--- src/rtl/uart_tx_arbiter_pkg.sv ---
// Shared definitions for the UART transmit arbiter: FSM state encoding and
// default sizing.
package uart_arb_defs;

    typedef enum logic [1:0] {
        ST_IDLE = 2'd0,
        ST_SEND = 2'd1,
        ST_GAP  = 2'd2
    } state_t;

    localparam int DEF_N  = 4;
    localparam int DEF_DW = 8;
    localparam int DEF_GW = 2;

endpackage

--- src/rtl/uart_tx_arbiter_if.sv ---
// Upstream requester and downstream transmitter handshakes of the arbiter.
// The master modport is the arbiter side; slave is the environment side.
interface uart_tx_arbiter_if
    import uart_arb_defs::*;
#(
    parameter int N  = DEF_N,
    parameter int DW = DEF_DW,
    parameter int GW = DEF_GW
);
    logic [N-1:0]    req_en;
    logic [N*DW-1:0] req_data;
    logic [N-1:0]    req_done;
    logic            tx_en_sig;
    logic [DW-1:0]   tx_data;
    logic            tx_done;
    logic            busy;
    logic [GW-1:0]   grant;

    modport master (
        input  req_en, req_data, tx_done,
        output req_done, tx_en_sig, tx_data, busy, grant
    );

    modport slave (
        output req_en, req_data, tx_done,
        input  req_done, tx_en_sig, tx_data, busy, grant
    );
endinterface

--- src/rtl/uart_tx_arbiter_rr_pick.sv ---
// Combinational round-robin selector: first set request after 'last',
// wrapping modulo N.
module uart_rr_pick
    import uart_arb_defs::*;
#(
    parameter int N  = DEF_N,
    parameter int GW = DEF_GW
) (
    input  logic [N-1:0]  req,
    input  logic [GW-1:0] last,
    output logic [GW-1:0] sel,
    output logic          any
);

    // Walk the distances from far to near so the nearest requester overwrites.
    always_comb begin
        sel = '0;
        for (int k = N; k >= 1; k--) begin
            if (req[(int'(last) + k) % N]) begin
                sel = GW'((int'(last) + k) % N);
            end
        end
    end

    assign any = |req;

endmodule

--- src/rtl/uart_tx_arbiter.sv ---
// Round-robin arbiter sharing one UART transmitter among N byte sources,
// one byte in flight at a time with a one-cycle gap after each completion.
module uart_tx_arbiter
    import uart_arb_defs::*;
#(
    parameter int N  = DEF_N,
    parameter int DW = DEF_DW,
    parameter int GW = DEF_GW
) (
    input  logic             clk,
    input  logic             rst_n,
    uart_tx_arbiter_if.master bus
);

    state_t        r_state;
    state_t        w_next_state;
    logic [GW-1:0] r_grant;
    logic [GW-1:0] r_last;
    logic [DW-1:0] r_tx_data;
    logic [GW-1:0] w_sel;
    logic          w_any;
    logic [N-1:0]  w_req_done;

    uart_rr_pick #(
        .N  (N),
        .GW (GW)
    ) u_pick (
        .req  (bus.req_en),
        .last (r_last),
        .sel  (w_sel),
        .any  (w_any)
    );

    always_ff @(posedge clk or negedge rst_n) begin
        if (!rst_n) begin
            r_state <= ST_IDLE;
        end else begin
            r_state <= w_next_state;
        end
    end

    always_comb begin
        w_next_state = r_state;
        case (r_state)
            ST_IDLE: if (w_any) w_next_state = ST_SEND;
            ST_SEND: if (bus.tx_done) w_next_state = ST_GAP;
            ST_GAP:  w_next_state = ST_IDLE;
            default: w_next_state = ST_IDLE;
        endcase
    end

    // Pointer starts at N-1 so requester 0 wins first; it only advances on
    // a completed transfer, so an abandoned one leaves it untouched.
    always_ff @(posedge clk or negedge rst_n) begin
        if (!rst_n) begin
            r_grant   <= '0;
            r_last    <= GW'(N - 1);
            r_tx_data <= '0;
        end else begin
            if (r_state == ST_IDLE && w_any) begin
                r_grant   <= w_sel;
                r_tx_data <= bus.req_data[int'(w_sel)*DW +: DW];
            end
            if (r_state == ST_SEND && bus.tx_done) begin
                r_last <= r_grant;
            end
        end
    end

    always_comb begin
        w_req_done = '0;
        if (r_state == ST_GAP) begin
            w_req_done[r_grant] = 1'b1;
        end
    end

    assign bus.req_done  = w_req_done;
    assign bus.tx_en_sig = (r_state == ST_SEND);
    assign bus.busy      = (r_state != ST_IDLE);
    assign bus.grant     = r_grant;
    assign bus.tx_data   = r_tx_data;

endmodule

--- src/flat_wrapper.sv ---
// flat-port wrapper written by rule: the top's interface ports become plain ports
module uart_tx_arbiter_flat import uart_arb_defs::*;
#(
    parameter int N  = DEF_N,
    parameter int DW = DEF_DW,
    parameter int GW = DEF_GW
)
  (clk, rst_n, bus_req_en, bus_req_data, bus_tx_done, bus_req_done, bus_tx_en_sig, bus_tx_data, bus_busy, bus_grant);
  uart_tx_arbiter_if #(.N(N), .DW(DW), .GW(GW)) bus_i ();
  input  logic clk;
  input  logic rst_n;
  input wire logic [$bits(bus_i.req_en)-1:0] bus_req_en;
  input wire logic [$bits(bus_i.req_data)-1:0] bus_req_data;
  input wire logic [$bits(bus_i.tx_done)-1:0] bus_tx_done;
  output wire logic [$bits(bus_i.req_done)-1:0] bus_req_done;
  output wire logic [$bits(bus_i.tx_en_sig)-1:0] bus_tx_en_sig;
  output wire logic [$bits(bus_i.tx_data)-1:0] bus_tx_data;
  output wire logic [$bits(bus_i.busy)-1:0] bus_busy;
  output wire logic [$bits(bus_i.grant)-1:0] bus_grant;
  assign bus_i.req_en = bus_req_en;
  assign bus_i.req_data = bus_req_data;
  assign bus_i.tx_done = bus_tx_done;
  assign bus_req_done = bus_i.req_done;
  assign bus_tx_en_sig = bus_i.tx_en_sig;
  assign bus_tx_data = bus_i.tx_data;
  assign bus_busy = bus_i.busy;
  assign bus_grant = bus_i.grant;
  uart_tx_arbiter #(.N(N), .DW(DW), .GW(GW)) u_core (.clk(clk), .rst_n(rst_n), .bus(bus_i));
endmodule
--- config.mk ---
export PLATFORM = sky130hd
export DESIGN_NAME = uart_tx_arbiter_flat
export DESIGN_NICKNAME = d
export VERILOG_FILES = /design/src/rtl/uart_tx_arbiter_pkg.sv /design/src/rtl/uart_tx_arbiter_if.sv /design/src/rtl/uart_tx_arbiter_rr_pick.sv /design/src/rtl/uart_tx_arbiter.sv /design/src/flat_wrapper.sv
export SDC_FILE = /design/constraint.sdc
export NUM_CORES = 1
export LEC_CHECK = 0
export ABC_AREA = 1
export CAP_MARGIN = 20
export CORE_ASPECT_RATIO = 1.75
export CORE_MARGIN = 1.5
export CORE_UTILIZATION = 41
export DETAILED_ROUTE_END_ITERATION = 8
export HOLD_SLACK_MARGIN = 0.15
export MAX_ROUTING_LAYER = met4
export PLACE_DENSITY = 0.88
export SLEW_MARGIN = 15
export SYNTH_ARGS = -nofsm -noshare
export SYNTH_HDL_FRONTEND = slang
export SYNTH_SLANG_ARGS = --single-unit
export TNS_END_PERCENT = 1
--- constraint.sdc ---
create_clock -name clk -period 4.5 [get_ports clk]
set_clock_uncertainty 0.1 [all_clocks]
set_input_delay 0.9 -clock clk [delete_from_list [all_inputs] [get_ports clk]]
set_output_delay 0.9 -clock clk [all_outputs]
set_load 0.02 [all_outputs]
**Word-level counts from Yosys, hierarchy flattened**

Cells that the tools add are included.
Widths: inputs -> output; s select.

- Register bits: 14
- Input port bits: 39
- Logic and storage cells: 56

- Add/subtract/negate cells: 4
- $lt $le $gt $ge: 6
- Eq/ne operators: 4
- Shifts and indexed selects: 1
- Multiplexer cells: 22
- Bitwise gates (word level): 4
- Reductions and logical operators: 11

Operators by type and width:

| operator | count |
|---|---|
| $shiftx 32x6->8 | 1 |
| $lt 3x4->1 const B | 4 |
| $mux 2 | 6 |
| $mux 1 | 9 |
| $bmux 1 s2 | 4 |
| $reduce_or 2->1 | 4 |
| $add 2x1->2 const B | 2 |
| $add 2x2->2 const B | 2 |
| $and 1x1->1 const A | 4 |
| $mux 4 | 1 |
| $pmux 2 s2 | 1 |
| $reduce_or 4->1 | 1 |
| $logic_and 1x1->1 | 3 |
| $lt 2x3->1 const B | 1 |
| $demux 1 s2 | 1 |
| $eq 2x1->1 const B | 1 |
| $eq 2x2->1 const B | 1 |
| $ge 2x1->1 const B | 1 |
| $logic_not 2->1 | 1 |
| $ne 2x1->1 const B | 1 |
| $ne 2x2->1 const B | 1 |
| $reduce_and 2->1 | 1 |
| $reduce_bool 2->1 | 1 |

**Longest topological paths before layout**

- Depth in word-level cells: 11
- Gate-level depth with buffers: 16
- Mapped depth without buffers: 14

**Hierarchy**

A second synthesis with hierarchy kept.

- Cell total of the unflattened synthesis: 208
- Area total of the unflattened synthesis: 1,315.0 sq um

Modules (own cells, without submodules):

| module | instances | cells an instance | area an instance (sq um) | seq. area each (sq um) |
|---|---|---|---|---|
| uart_tx_arbiter | 1 | 157 | 1,048.5 | 352.8 |
| uart_rr_pick | 1 | 51 | 266.5 | 0.0 |

**Least setup slack after synthesis**

OpenSTA, ideal clock, no wires.

- Kind: input to register
- Start: input bus_req_en[3]
- End: register u_core.r_tx_data[0] (netlist: u_core.bus.tx_data[0])
- Setup time: 118 ps
- Data arrival time: 1,881 ps
- Required time: 4,282 ps
- Slack: 2,401 ps
- Stages on the path: 15
- Buffers on the path: 1
- Cells stage by stage: inv_1 nand2_1 nand3_1 nand2_1 inv_2 nand2_4 nand2_4 nand2_8 nand2_4 buf_8 nand2_2 nand3_1 nand2_1 nand2_1 nand2_1

- Longest elaborated chain between the ends: 8

Ends and longest elaborated chain:

| element | line | text |
|---|---|---|
| from (decl) | flat_wrapper.sv:12 | `input wire logic [$bits(bus_i.req_en)-1:0] bus_req_en;` |
| $bmux 1 s2 | uart_tx_arbiter_rr_pick.sv:19 | `if (req[(int'(last) + k) % N]) begin` |
| $mux 1 (not written as such) (2 in a row) | uart_tx_arbiter_rr_pick.sv:19 |  |
| $mux 2 (4 in a row) | uart_tx_arbiter_rr_pick.sv:19 |  |
| $shiftx 32x6->8 | uart_tx_arbiter.sv:62 | `r_tx_data <= bus.req_data[int'(w_sel)*DW +: DW];` |
| to (signal assigned) | uart_tx_arbiter.sv:62 |  |
| to (decl) | uart_tx_arbiter.sv:19 | `logic [DW-1:0] r_tx_data;` |

Several ways; a longest one is shown, not always the timed one. The select of a mux whose other input is x is not followed.
A chain may end at the register's enable or synchronous reset.

**Final worst setup path**

- Start: register u_core.r_state[0]
- End: output bus_req_done[2]

- Longest elaborated chain between the ends: 2

Ends and longest elaborated chain:

| element | line | text |
|---|---|---|
| from (decl) | uart_tx_arbiter.sv:15 | `state_t r_state;` |
| from (signal assigned) | uart_tx_arbiter.sv:38 | `r_state <= w_next_state;` |
| $eq 2x2->1 | uart_tx_arbiter.sv:72 | `if (r_state == ST_GAP) begin` |
| $mux 4 | uart_tx_arbiter.sv:72 |  |
| to (decl) | flat_wrapper.sv:15 | `output wire logic [$bits(bus_i.req_done)-1:0] bus_req_done;` |

No other way between the ends.

==> impl_results.html <==
<table>
<tr><th>Metric</th><th>Value</th></tr>
<tr><th colspan="2">Clocking</th></tr>
<tr><td>TritonCTS clock tree</td><td>yes</td></tr>
<tr><td>Total number of H-tree levels</td><td>1</td></tr>
<tr><td>CTS Buffer Depth</td><td>2</td></tr>
<tr><td>Clock network latency to the later pin of the worst-skew pair</td><td>around 240 ps</td></tr>
<tr><td>Number of CTS-inserted buffers</td><td>3</td></tr>
<tr><td>Buffer count from post-CTS setup fixing</td><td>0</td></tr>
<tr><td>Number of clock sinks seen by CTS</td><td>14</td></tr>
<tr><td>Number of instances resized during post-cts repair</td><td>0</td></tr>
<tr><td>Hold-fix buffers at CTS</td><td>0</td></tr>
<tr><td>Clock edge transition at the registers on the reported setup and hold paths</td><td>about 60 ps</td></tr>
<tr><td>CTS root buffer</td><td>clkbuf_8</td></tr>
<tr><th colspan="2">Yosys</th></tr>
<tr><td>Xor/xnor cell area share of the yosys netlist</td><td>0%</td></tr>
<tr><td>Share of the yosys chip area belonging to registers</td><td>between 20% and 30%</td></tr>
<tr><td>Gate count after technology mapping</td><td>198</td></tr>
<tr><td>Simple-gate share of the synthesized area</td><td>between 50% and 60%</td></tr>
<tr><td>Net count after synthesis</td><td>between 200 and 250</td></tr>
<tr><td>Post-Syn Area per Cell</td><td>slightly above 6 µm²</td></tr>
<tr><td>Combined area of all synthesized cells</td><td>between 1000 and 1500 µm²</td></tr>
<tr><td>Adder and majority gate portion of the synthesized area</td><td>0%</td></tr>
<tr><td>Flop and latch count out of synthesis</td><td>14</td></tr>
<tr><td>Fraction of the mapped netlist area in compound gates</td><td>under 10%</td></tr>
<tr><td>Distinct cell type count of the synthesized netlist</td><td>25</td></tr>
<tr><td>Main combinational cell family by area after synthesis</td><td>simple AND/OR/NAND/NOR gates</td></tr>
<tr><td>Synthesis warning total</td><td>0</td></tr>
<tr><td>Portion of netlist area occupied by mux cells</td><td>0%</td></tr>
<tr><th colspan="2">Worst setup path</th></tr>
<tr><td>Crit end category</td><td>primary output</td></tr>
<tr><td>Critical path class</td><td>flip-flop to primary output</td></tr>
<tr><td>Max FO, Critical Path</td><td>5</td></tr>
<tr><td>Slowest Stage Delay on Critical Path</td><td>630 ps</td></tr>
<tr><td>Terminus of the critical flop-to-flop path</td><td>u_core.bus.tx_data[7]</td></tr>
<tr><td>Critical Path RT</td><td>3500 ps</td></tr>
<tr><td>Reg2Reg Setup Slack</td><td>approximately 2400 ps</td></tr>
<tr><td>Element type at the critical path start</td><td>flip-flop</td></tr>
<tr><td>Cells traversed along the worst timing path</td><td>inv_1, nand2_1, nor3_1, clkdlybuf4s50_1</td></tr>
<tr><td>Cell with the largest stage delay on the worst path</td><td>clkdlybuf4s50_1</td></tr>
<tr><td>Path depth of the worst reg2reg path</td><td>13</td></tr>
<tr><td>Worst Path Arrival</td><td>1620 ps</td></tr>
<tr><td>Beginning of the worst register-to-register path</td><td>u_core.r_last[0]</td></tr>
<tr><th colspan="2">Finish</th></tr>
<tr><td>Fraction of the core area covered by cells at the end of the flow</td><td>between 60% and 70%</td></tr>
<tr><td>FILL cells</td><td>roughly 260</td></tr>
<tr><td>P&amp;R area growth vs syn</td><td>47.5%</td></tr>
<tr><td>Most common library cell in the layout ignoring fill and taps</td><td>nand2_1</td></tr>
<tr><td>Flip-flop and latch area</td><td>around 350 µm²</td></tr>
<tr><td>Layout cells sized above 1</td><td>a little under an eighth</td></tr>
<tr><td>Combined area of the multi-input logic cells</td><td>658 µm²</td></tr>
<tr><td>Commonest non-fill, non-tap cells in the layout</td><td>nand2_1, clkdlybuf4s50_1, inv_1</td></tr>
<tr><td>Final Net Count</td><td>between 200 and 300</td></tr>
<tr><td>Number of antenna diodes</td><td>0</td></tr>
<tr><th colspan="2">STA</th></tr>
<tr><td>Unrepaired setup endpoints after global routing</td><td>false</td></tr>
<tr><td>Fraction of the cycle the final worst path needs</td><td>between 50 and 60%</td></tr>
<tr><td>Max_slew headroom</td><td>60.3%</td></tr>
<tr><td>Clock period minus worst slack</td><td>between 2000 and 3000 ps</td></tr>
<tr><td>Final critical-path setup slack</td><td>1880 ps</td></tr>
<tr><td>Slew at the pin with the worst max-slew slack</td><td>just under 600 ps</td></tr>
<tr><td>Slew Limit Fails</td><td>0</td></tr>
<tr><td>Setup TNS Final</td><td>0 ps</td></tr>
<tr><td>Final setup violation count</td><td>0</td></tr>
<tr><td>Number of hold violations in the final report</td><td>0</td></tr>
<tr><td>Max Freq</td><td>0.381 GHz</td></tr>
<tr><th colspan="2">Die</th></tr>
<tr><td>Starting Density</td><td>approximately 43%</td></tr>
<tr><td>Vertical die dimension</td><td>75.5 µm</td></tr>
<tr><td>CORE AREA</td><td>~2900 µm²</td></tr>
<tr><td>Die ar.</td><td>3360 µm²</td></tr>
<tr><td>Horizontal die dimension</td><td>44.4 µm</td></tr>
<tr><td>Rows</td><td>26</td></tr>
<tr><td>Number of ports placed on the die boundary</td><td>55</td></tr>
<tr><th colspan="2">GRT</th></tr>
<tr><td>First-pass GRT wire length</td><td>between 4 and 5 mm</td></tr>
<tr><td>Pin count of the biggest net entering global routing</td><td>18</td></tr>
<tr><td>Congestion Overflow GR</td><td>0</td></tr>
<tr><td>GRT Resource Usage Total</td><td>a little under a fifth</td></tr>
<tr><td>Vias in the first global route</td><td>1,155</td></tr>
<tr><td>Antenna violations before repair</td><td>0</td></tr>
<tr><th colspan="2">Drt</th></tr>
<tr><td>First-iteration detailed-routing DRC count</td><td>around 60</td></tr>
<tr><td>Number of nets with antenna violations after routing</td><td>0</td></tr>
<tr><td>Vias after detailed routing</td><td>about 1,300</td></tr>
<tr><td>Average wire per cell in the routed design</td><td>~10 µm</td></tr>
<tr><td>Total DRC errors in the routed layout</td><td>11</td></tr>
<tr><td>Vias per cell</td><td>4.82</td></tr>
<tr><td>Detailed-routing iteration count for the pre-antenna-repair pass</td><td>6</td></tr>
<tr><td>Overall routed net length</td><td>between 2 and 3 mm</td></tr>
<tr><th colspan="2">Run status</th></tr>
<tr><td>Failing checks</td><td>DRC</td></tr>
<tr><td>Result of the run</td><td>finished with violations</td></tr>
<tr><th colspan="2">Hold path</th></tr>
<tr><td>Endpoint of the worst hold path</td><td>u_core.bus.tx_data[5]</td></tr>
<tr><td>Worst hold-check path type</td><td>flip-flop to flip-flop</td></tr>
<tr><td>Hold path start</td><td>u_core.bus.tx_data[5]</td></tr>
<tr><td>WHS Path Cells</td><td>2</td></tr>
<tr><th colspan="2">Flow run</th></tr>
<tr><td>Max Cap Violations</td><td>0</td></tr>
<tr><th colspan="2">Placed design</th></tr>
<tr><td>Routability-driven placement congestion ratio</td><td>about 0.81</td></tr>
<tr><td>Worst setup timing slack at the placement stage</td><td>around 1700 ps</td></tr>
<tr><td>Port bufs</td><td>54</td></tr>
<tr><td>DP HPWL</td><td>between 2 and 2.5 mm</td></tr>
<tr><th colspan="2">Pwr</th></tr>
<tr><td>Peak VDD IR</td><td>about 0.00046 V</td></tr>
<tr><td>Power per unit of standard cell area</td><td>between 700 and 800 nW/µm²</td></tr>
<tr><td>Static Leakage</td><td>0.978 nW</td></tr>
</table>
## Yosys cell counts, drive strengths merged
| master | count | area, µm² |
|---|---|---|
| buf | 4 | 41.3 |
| nand4 | 1 | 6.26 |
| inv | 44 | 173 |
| dfrtp | 12 | 300 |
| dfstp | 2 | 52.6 |
| clkbuf | 1 | 3.75 |
| nand2 | 80 | 369 |
| nor3 | 4 | 20.0 |
| nor2 | 3 | 11.3 |
| a21oi | 2 | 10.0 |
| nand3b | 1 | 7.51 |
| clkinv | 1 | 3.75 |
| nand3 | 38 | 203 |
| o31ai | 1 | 7.51 |
| o21ai | 4 | 23.8 |
## where the power goes
part | leakage, nW | internal (mW) | switching, mW
logic | 0.782 | 0.360 | 0.588
registers | 0.168 | 0.197 | 0.0528
clock network | 0.0288 | 0.0774 | 0.0418
## final cells by class
class | count | share of cell area (%)
timing repair buffer | 54 | 29.7
inverter | 45 | 9.70
clock buffer | 4 | 3.03
sequential | 14 | 19.4
multi-input combinational | 134 | 36.2
tap | 28 | 1.93
## critical path: cells and delay by family (launching register included)
family / cells / cell delay (ps)
buf+inv: 2 / 750
flops: 1 / 360
simple gates: 2 / 270
## per-layer routing
metal	track usage [%]	routed length, µm
met1	20.7	1100
met2	34.5	1600
met3	1.42	114
met4	6.06	43
met5	-	0
## sequential cells by signal, summed over array words and instances, names as in the netlist
name and flops:
u_core.bus.tx_data 8, u_core.bus.grant 2, u_core.r_last 2, u_core.r_state 2
## cells by family (layout without fill, tap and decap cells)
group	count (synthesis)	count (layout)
flops	14	14
buf+inv	50	103
simple gates	127	127
compound gates	7	7
## worst max-delay path by stage
stage / startpoint / end / slack [ps] / depth (start not counted)
2_1_floorplan: bus_req_en[3] / u_core.bus.tx_data[0] / 2400 / 15
3_3_place_gp: bus_req_en[3] / u_core.bus.tx_data[5] / 1740 / 14
3_5_place_dp: bus_req_en[3] / u_core.bus.tx_data[4] / 1700 / 14
4_1_cts: u_core.r_state[0] / bus_req_done[3] / 1870 / 4
5_1_grt: u_core.r_state[0] / bus_req_done[2] / 1730 / 4
6_report: u_core.r_state[0] / bus_req_done[2] / 1880 / 4
## stage by stage
stage               std cells  total power [mW]  instance area (µm²)  hold slack (ps)
finish                    279              1.32                 1820              378
global route              279              1.46                 1820              423
CTS                       279              1.32                 1820              381
detailed placement        275              1.20                 1760              367
global placement          275              1.18                 1760              367
floorplan                 198             0.988                 1230              374
(Power assumes the default switching activity.)
